File: config.mk
export PLATFORM = sky130hd
export DESIGN_NAME = instruction_fetch
export DESIGN_NICKNAME = d
export VERILOG_FILES = /design/src/rtl/instruction_fetch.sv
export SDC_FILE = /design/constraint.sdc
export NUM_CORES = 1
export LEC_CHECK = 0
export CAP_MARGIN = 20
export CORE_ASPECT_RATIO = 2
export CORE_MARGIN = 10
export CORE_UTILIZATION = 40
export CTS_CLUSTER_DIAMETER = 40
export CTS_CLUSTER_SIZE = 40
export DETAILED_ROUTE_END_ITERATION = 10
export PLACE_DENSITY = 0.63
export SLEW_MARGIN = 10
export SYNTH_ARGS = -nofsm -noshare
export SYNTH_HDL_FRONTEND = slang
export SYNTH_SLANG_ARGS = --single-unit
File: constraint.sdc
create_clock -name clk -period 3 [get_ports clk]
set_clock_uncertainty 0.05 [all_clocks]
set_input_delay 0.3 -clock clk [delete_from_list [all_inputs] [get_ports clk]]
set_output_delay 0.3 -clock clk [all_outputs]
set_load 0.02 [all_outputs]
File: src/rtl/instruction_fetch.sv
`default_nettype none
// ============================================================================
// Module      : instruction_fetch
// Description : PC sequencer with a 2-entry {pc, instr} fetch buffer,
//               branch redirect and sticky misaligned/out-of-range fault.
// Revision    : 1.0 - initial release
// ============================================================================
module instruction_fetch #(
    parameter logic [31:0] RESET_PC   = 32'h0000_0000,
    parameter int unsigned IMEM_BYTES = 1024
) (
    input  logic        clk,
    input  logic        rst_n,
    output logic [9:0]  imem_addr,
    input  logic [31:0] imem_instr,
    input  logic        redirect_valid,
    input  logic [31:0] redirect_pc,
    output logic        out_valid,
    input  logic        out_ready,
    output logic [31:0] out_instr,
    output logic [31:0] out_pc,
    output logic        fault
);

    localparam logic [31:0] C_LIMIT = 32'(IMEM_BYTES);

    typedef enum logic [0:0] {
        S_FETCH = 1'b0,
        S_FAULT = 1'b1
    } state_t;

    state_t      r_state;
    state_t      w_state_nxt;
    logic [31:0] r_pc;
    logic [1:0]  r_count;
    logic [31:0] r_pc0;
    logic [31:0] r_ins0;
    logic [31:0] r_pc1;
    logic [31:0] r_ins1;

    logic        w_pop;
    logic        w_push;
    logic        w_pc_ok;

    assign w_pop   = (r_count != 2'd0) && out_ready;
    assign w_pc_ok = (r_pc < C_LIMIT) && (r_pc[1:0] == 2'b00);
    assign w_push  = (r_state == S_FETCH) && !redirect_valid && w_pc_ok &&
                     ((r_count != 2'd2) || w_pop);

    always_ff @(posedge clk or negedge rst_n) begin
        if (!rst_n) begin
            r_state <= S_FETCH;
        end else begin
            r_state <= w_state_nxt;
        end
    end

    always_comb begin
        w_state_nxt = r_state;
        if (redirect_valid) begin
            w_state_nxt = (redirect_pc[1:0] != 2'b00) ? S_FAULT : S_FETCH;
        end else if ((r_state == S_FETCH) && !w_pc_ok) begin
            w_state_nxt = S_FAULT;
        end
    end

    // Entry 0 is always the head; a pop shifts entry 1 down.
    always_ff @(posedge clk or negedge rst_n) begin
        if (!rst_n) begin
            r_pc    <= RESET_PC;
            r_count <= 2'd0;
            r_pc0   <= 32'd0;
            r_ins0  <= 32'd0;
            r_pc1   <= 32'd0;
            r_ins1  <= 32'd0;
        end else if (redirect_valid) begin
            r_pc    <= redirect_pc;
            r_count <= 2'd0;
        end else begin
            if (w_push) begin
                r_pc <= r_pc + 32'd4;
            end
            case ({w_push, w_pop})
                2'b10: begin
                    if (r_count == 2'd0) begin
                        r_pc0  <= r_pc;
                        r_ins0 <= imem_instr;
                    end else begin
                        r_pc1  <= r_pc;
                        r_ins1 <= imem_instr;
                    end
                    r_count <= r_count + 2'd1;
                end
                2'b01: begin
                    r_pc0   <= r_pc1;
                    r_ins0  <= r_ins1;
                    r_count <= r_count - 2'd1;
                end
                2'b11: begin
                    if (r_count == 2'd1) begin
                        r_pc0  <= r_pc;
                        r_ins0 <= imem_instr;
                    end else begin
                        r_pc0  <= r_pc1;
                        r_ins0 <= r_ins1;
                        r_pc1  <= r_pc;
                        r_ins1 <= imem_instr;
                    end
                end
                default: begin
                end
            endcase
        end
    end

    assign imem_addr = r_pc[9:0];
    assign out_valid = (r_count != 2'd0);
    assign out_pc    = out_valid ? r_pc0  : 32'd0;
    assign out_instr = out_valid ? r_ins0 : 32'd0;
    assign fault     = (r_state == S_FAULT);

endmodule
`default_nettype wire
-- Word level (Yosys, flattened, before mapping)
Cells that the tools add are included.
W data, S select, Z words.
- register bits after elaboration: 163
- bits in latches: 0
- memory bits (writable): 0
- ROM bits: 0
- input bits: 68
- output and inout port bits: 76
- logic and storage cells: 62
- memories: 0
- $add $sub $neg: 3
- multipliers: 0
- div/mod/pow operators: 0
- order comparisons: 1
- eq/ne operators: 8
- shift operators: 0
- multiplexer cells: 21
- bitwise gates (word level): 2
- reduce and logical (&&, ||, !) cells: 20
- operators by type and width (operator ; count):
    $mux W32 ; 12
    $pmux W32 S3 ; 2
    $pmux W32 S2 ; 2
    $add A32 B3 Y32 const B ; 1
    $lt A32 B11 Y1 const B ; 1
    $reduce_bool A2 Y1 ; 5
    $ne A2 B2 Y1 const B ; 4
    $logic_and A1 B1 Y1 ; 6
    $reduce_bool A3 Y1 ; 2
    $eq A2 B1 Y1 const B ; 2
    $eq A2 B2 Y1 const B ; 2
    $logic_not A2 Y1 ; 2
    $pmux W2 S2 ; 1
    $reduce_and A4 Y1 ; 1
    $mux W1 ; 3
    $reduce_and A3 Y1 ; 1
    $add A2 B1 Y2 const B ; 1
    $logic_not A1 Y1 ; 2
    $mux W2 ; 1
    $not A1 Y1 ; 2
    $sub A2 B1 Y2 const B ; 1
    $logic_or A1 B1 Y1 ; 1

-- Logic depth before layout (Yosys ltp)
- word-level depth: 7
- mapped depth: 9
- gate-level depth less buffers: 7

-- Worst setup path before layout
Ideal clock, no wire load.
- path kind: reg-to-reg
- start point: reg r_state, in the netlist fault
- end point: reg r_ins1[10]
- library setup time: 125 ps
- data arrival time: 2344 ps
- data required time: 2825 ps
- path slack: 481 ps
- cell stages (with the launch flop): 7
- path buffers: 1
- period minus slack after synthesis: 2519 ps
- cell sequence: dfrtp_1 > nor4_1 > nand4_1 > or2_1 > a2111oi_4 > buf_6 > mux2_2
- word-level cells in the longest chain between the ends: 7
- ends and longest elaborated chain (what ; line ; text):
    start, declared ; 32 ; state_t r_state;
    start signal, assigned ; 54 ; r_state <= w_state_nxt;
    $not A1 Y1 (*) ; 47 ; assign w_push = (r_state == S_FETCH) && !redirect_valid && w_pc_ok &&
    $logic_and A1 B1 Y1 (*) (3 in a row) ; 47 ;
    $eq A2 B2 Y1 ; 83 ; case ({w_push, w_pop})
    $ne A2 B2 Y1 (no line) / $reduce_bool A2 Y1 (equally long branches) ; -- ;
    $reduce_and A4 Y1 (no line) ; -- ;
    end signal, assigned ; 90 ; r_ins1 <= imem_instr;
    end signal, assigned ; 107 ; r_ins1 <= imem_instr;
    end, declared ; 39 ; logic [31:0] r_ins1;
Mark *: on every way between the ends. The rest lies on a longest branch, timed or not.
A chain may end at the register's enable or synchronous reset.

-- Worst setup path in the final report
- start point: reg r_pc[22]
- end point: reg r_ins1[12]
- word-level cells in the longest chain between the ends: 7
- ends and longest elaborated chain (what ; line ; text):
    start, declared ; 34 ; logic [31:0] r_pc;
    start signal, assigned ; 77 ; r_pc <= redirect_pc;
    start signal, assigned ; 81 ; r_pc <= r_pc + 32'd4;
    $lt A32 B11 Y1 (*) ; 46 ; assign w_pc_ok = (r_pc < C_LIMIT) && (r_pc[1:0] == 2'b00);
    $logic_and A1 B1 Y1 (*) ; 46 ;
    $logic_and A1 B1 Y1 (*) (2 in a row) ; 47 ;
    $eq A2 B2 Y1 ; 83 ;
    $ne A2 B2 Y1 (no line) / $reduce_bool A2 Y1 (equally long branches) ; -- ;
    $reduce_and A4 Y1 (no line) ; -- ;
Marked as above.

==> results.json <==
{
  "grt_max_degree": 75,
  "fin_crit_sh": 0.886,
  "ir_drop_mv": 0.413,
  "r2r_setup_slack_ns": 0.34,
  "numCtsBuffers": 17,
  "die-area_um2": 25100,
  "wl_um": 18600,
  "place_hpwl_um": 12900,
  "status": "complete, no violations",
  "synth-edff-count": 0,
  "start_util": 0.403,
  "synth_async_sr_flop_share": 1.00,
  "place_congestion": 0.771,
  "met2_length_um": 10600,
  "viasPerCell": 4.95,
  "fillCellCount": 1615,
  "yosys-top-cells-area": "dfrtp_1 (54%), mux2_2 (28%), nor2b_1 (7.5%), clkbuf_1 (1.2%), buf_4 (0.99%)",
  "r2r-end": "r_ins1[12]",
  "grt_use_total": 0.154,
  "crit_path_max_fanout": 39,
  "ctsHoldBuffers": 1,
  "whs_path_depth": 3,
  "holdWs_ns": 0.400,
  "cts_resized": 0,
  "clock_latency_ns": 0.42,
  "max_freq_mhz": 376,
  "synth_commonest_cells": "mux2_2 (190), dfrtp_1 (163), nor2b_1 (91)",
  "total_power_uw": 6610,
  "hold_end": "r_pc[4]",
  "cp.arrival_ns": 2.92,
  "yosys.area.top_type": "dfrtp_1",
  "cts_sinks": 163,
  "r2r-start": "r_pc[22]",
  "hold_path.class": "in -> reg",
  "rows": 71,
  "fin_crit_ns": 2.66,
  "pwr_density_cell_nw_per_um2": 671,
  "die_h_um": 214,
  "ys_seq_area_frac": 0.540,
  "areaGrowthSynthToFinish_pct": 30.4,
  "area.sequential_um2": 4080,
  "drc": 0,
  "die_w_um": 117,
  "drt-met1-wl_um": 6940,
  "io_buffers": 143,
  "slew_violations": 0,
  "cp-start-kind": "register",
  "design.core.area_um2": 18700,
  "post_cts_buffers": 0,
  "antenna_found_initial": 0,
  "synth_nets": 640,
  "synth_top_area_share": 0.540,
  "root_buffer": "clkbuf_16",
  "critPathCaptureType": "register",
  "ant_nets": 0,
  "rsz0062_at_grt": "false",
  "worst_pin_slew_ns": 0.711,
  "drt_pass1_iterations": 4,
  "vias": 4800,
  "syn_inst": 568,
  "avgSynthCellArea_um2": 13.3,
  "dr_wl_met3_um": 861,
  "grt_pass1_wl_um": 30000,
  "cts_max_path_buffers": 2,
  "finalSetupViolations": 0,
  "h-tree-depth": 4,
  "nets": 773,
  "reg2regPathDepth": 6,
  "slew_headroom": 0.526,
  "multi_input_area_um2": 3240,
  "tns_ns": 0,
  "final_util": 0.526,
  "drt_iter0_markers": 197,
  "yosysWarnings": 0,
  "gr-total-overflow": 0,
  "synth-main-ff-cell": "dfrtp_1",
  "drive_above_1_share": 0.339,
  "routedWlPerCell_um": 19.2,
  "hold_violations": 0,
  "cp_data_required_time_ns": 3.26,
  "hp-start": "redirect_pc[4]",
  "pin_count": 144,
  "highest_layer": "met4",
  "ys_ff_latch": 163,
  "path_clk_slew_ns": 0.07,
  "tritoncts": "yes",
  "p_leak_uw": 0.00424,
  "critical_path_class": "reg -> reg",
  "antenna_cells": 0,
  "synth_cell_types": 30,
  "syn_area_um2": 7560,
  "maxCapViolCount": 0,
  "grt_pass1_vias": 5463,
  "yosysMostFrequentCell": "mux2_2"
}
==> metrics by stage <==
step                      cell area, µm²  worst slack [ns]  instances
after floorplan                     7560             0.481        568
after global placement              9290             0.294        936
after detailed placement            9290             0.247        936
after CTS                           9860             0.306        969
after global routing                9860             0.183        969
final                               9860             0.342        969
==> report_power, final <==
part,internal (µW),total [µW],leakage (µW),switching [µW]
logic,952,1610,0.00187,658
registers,2680,2930,0.00210,258
clock network,1150,2070,0.000264,914
total,4780,6610,0.00424,1830
==> critical path, cell delays in order (launching register included) <==
cell,delay [ns]
dfrtp_1,0.40
nor4_1,0.40
nand4_1,0.18
or2_1,0.34
a2111oi_4,0.49
buf_12,0.30
mux2_2,0.37
==> placed cells by master (no fill, tap or decap), types with 2 or more instances in the layout <==
| cell | netlist | routed |
|---|---|---|
| ha_1 | 4 | 3 |
| nand4_1 | 3 | 3 |
| o21ai_0 | 8 | 8 |
| clkinv_4 | 0 | 3 |
| buf_12 | 0 | 7 |
| inv_1 | 4 | 4 |
| clkinvlp_4 | 0 | 4 |
| a21oi_1 | 3 | 3 |
| nor3_1 | 2 | 2 |
| xnor2_1 | 5 | 5 |
| mux2_2 | 190 | 190 |
| clkbuf_16 | 0 | 17 |
| inv_6 | 0 | 4 |
| nor4_1 | 12 | 12 |
| nand3_1 | 4 | 4 |
| nand2_1 | 9 | 9 |
| clkinv_2 | 0 | 2 |
| nor2b_1 | 91 | 91 |
| xor2_1 | 2 | 2 |
| nor2_1 | 6 | 6 |
| nor4b_1 | 2 | 2 |
| clkdlybuf4s50_1 | 0 | 141 |
| mux2i_1 | 2 | 2 |
| dfrtp_1 | 163 | 163 |
| buf_4 | 10 | 8 |
| o21ai_4 | 0 | 2 |
| mux2_1 | 4 | 4 |
==> cell type report <==
cell class,count,share of cell area
clock inverter,14,0.0133
tap,255,0.0324
clock buffer,18,0.0435
inverter,4,0.00152
multi-input combinational,356,0.329
timing repair buffer,159,0.166
sequential,163,0.414
==> per-layer routing <==
layer,global-route usage,vias to the layer above
met5,0,-
met1,0.166,2469
met3,0.0347,11
li1,-,2221
met4,0.0510,0
met2,0.282,99
==> sequential cells by signal (all words and copies together), names as in the netlist <==
register and cells:
r_ins0 32, r_ins1 32, r_pc0 32, r_pc1 32
r_pc 32, r_count 2, fault 1
==> worst max-delay path by stage <==
stage	slack, ns	end	startpoint
after global placement	0.29	r_pc[3]	out_ready
final	0.34	r_ins1[12]	r_pc[22]
after global routing	0.18	r_ins1[29]	r_pc[22]
after CTS	0.31	r_ins1[28]	r_pc[22]
after detailed placement	0.25	r_pc[3]	out_ready
after floorplan	0.48	r_ins1[10]	fault
==> logic make-up after synthesis <==
group / synth area share
AO/OA/AOI/OAI: 0.0144
flip-flops: 0.540
adder cells (fa/ha/maj): 0.00662
multiplexers: 0.292
AND/OR/NAND/NOR: 0.105
XOR/XNOR: 0.00811
buffers and inverters: 0.0343
Power figures use the tool's default switching activity.
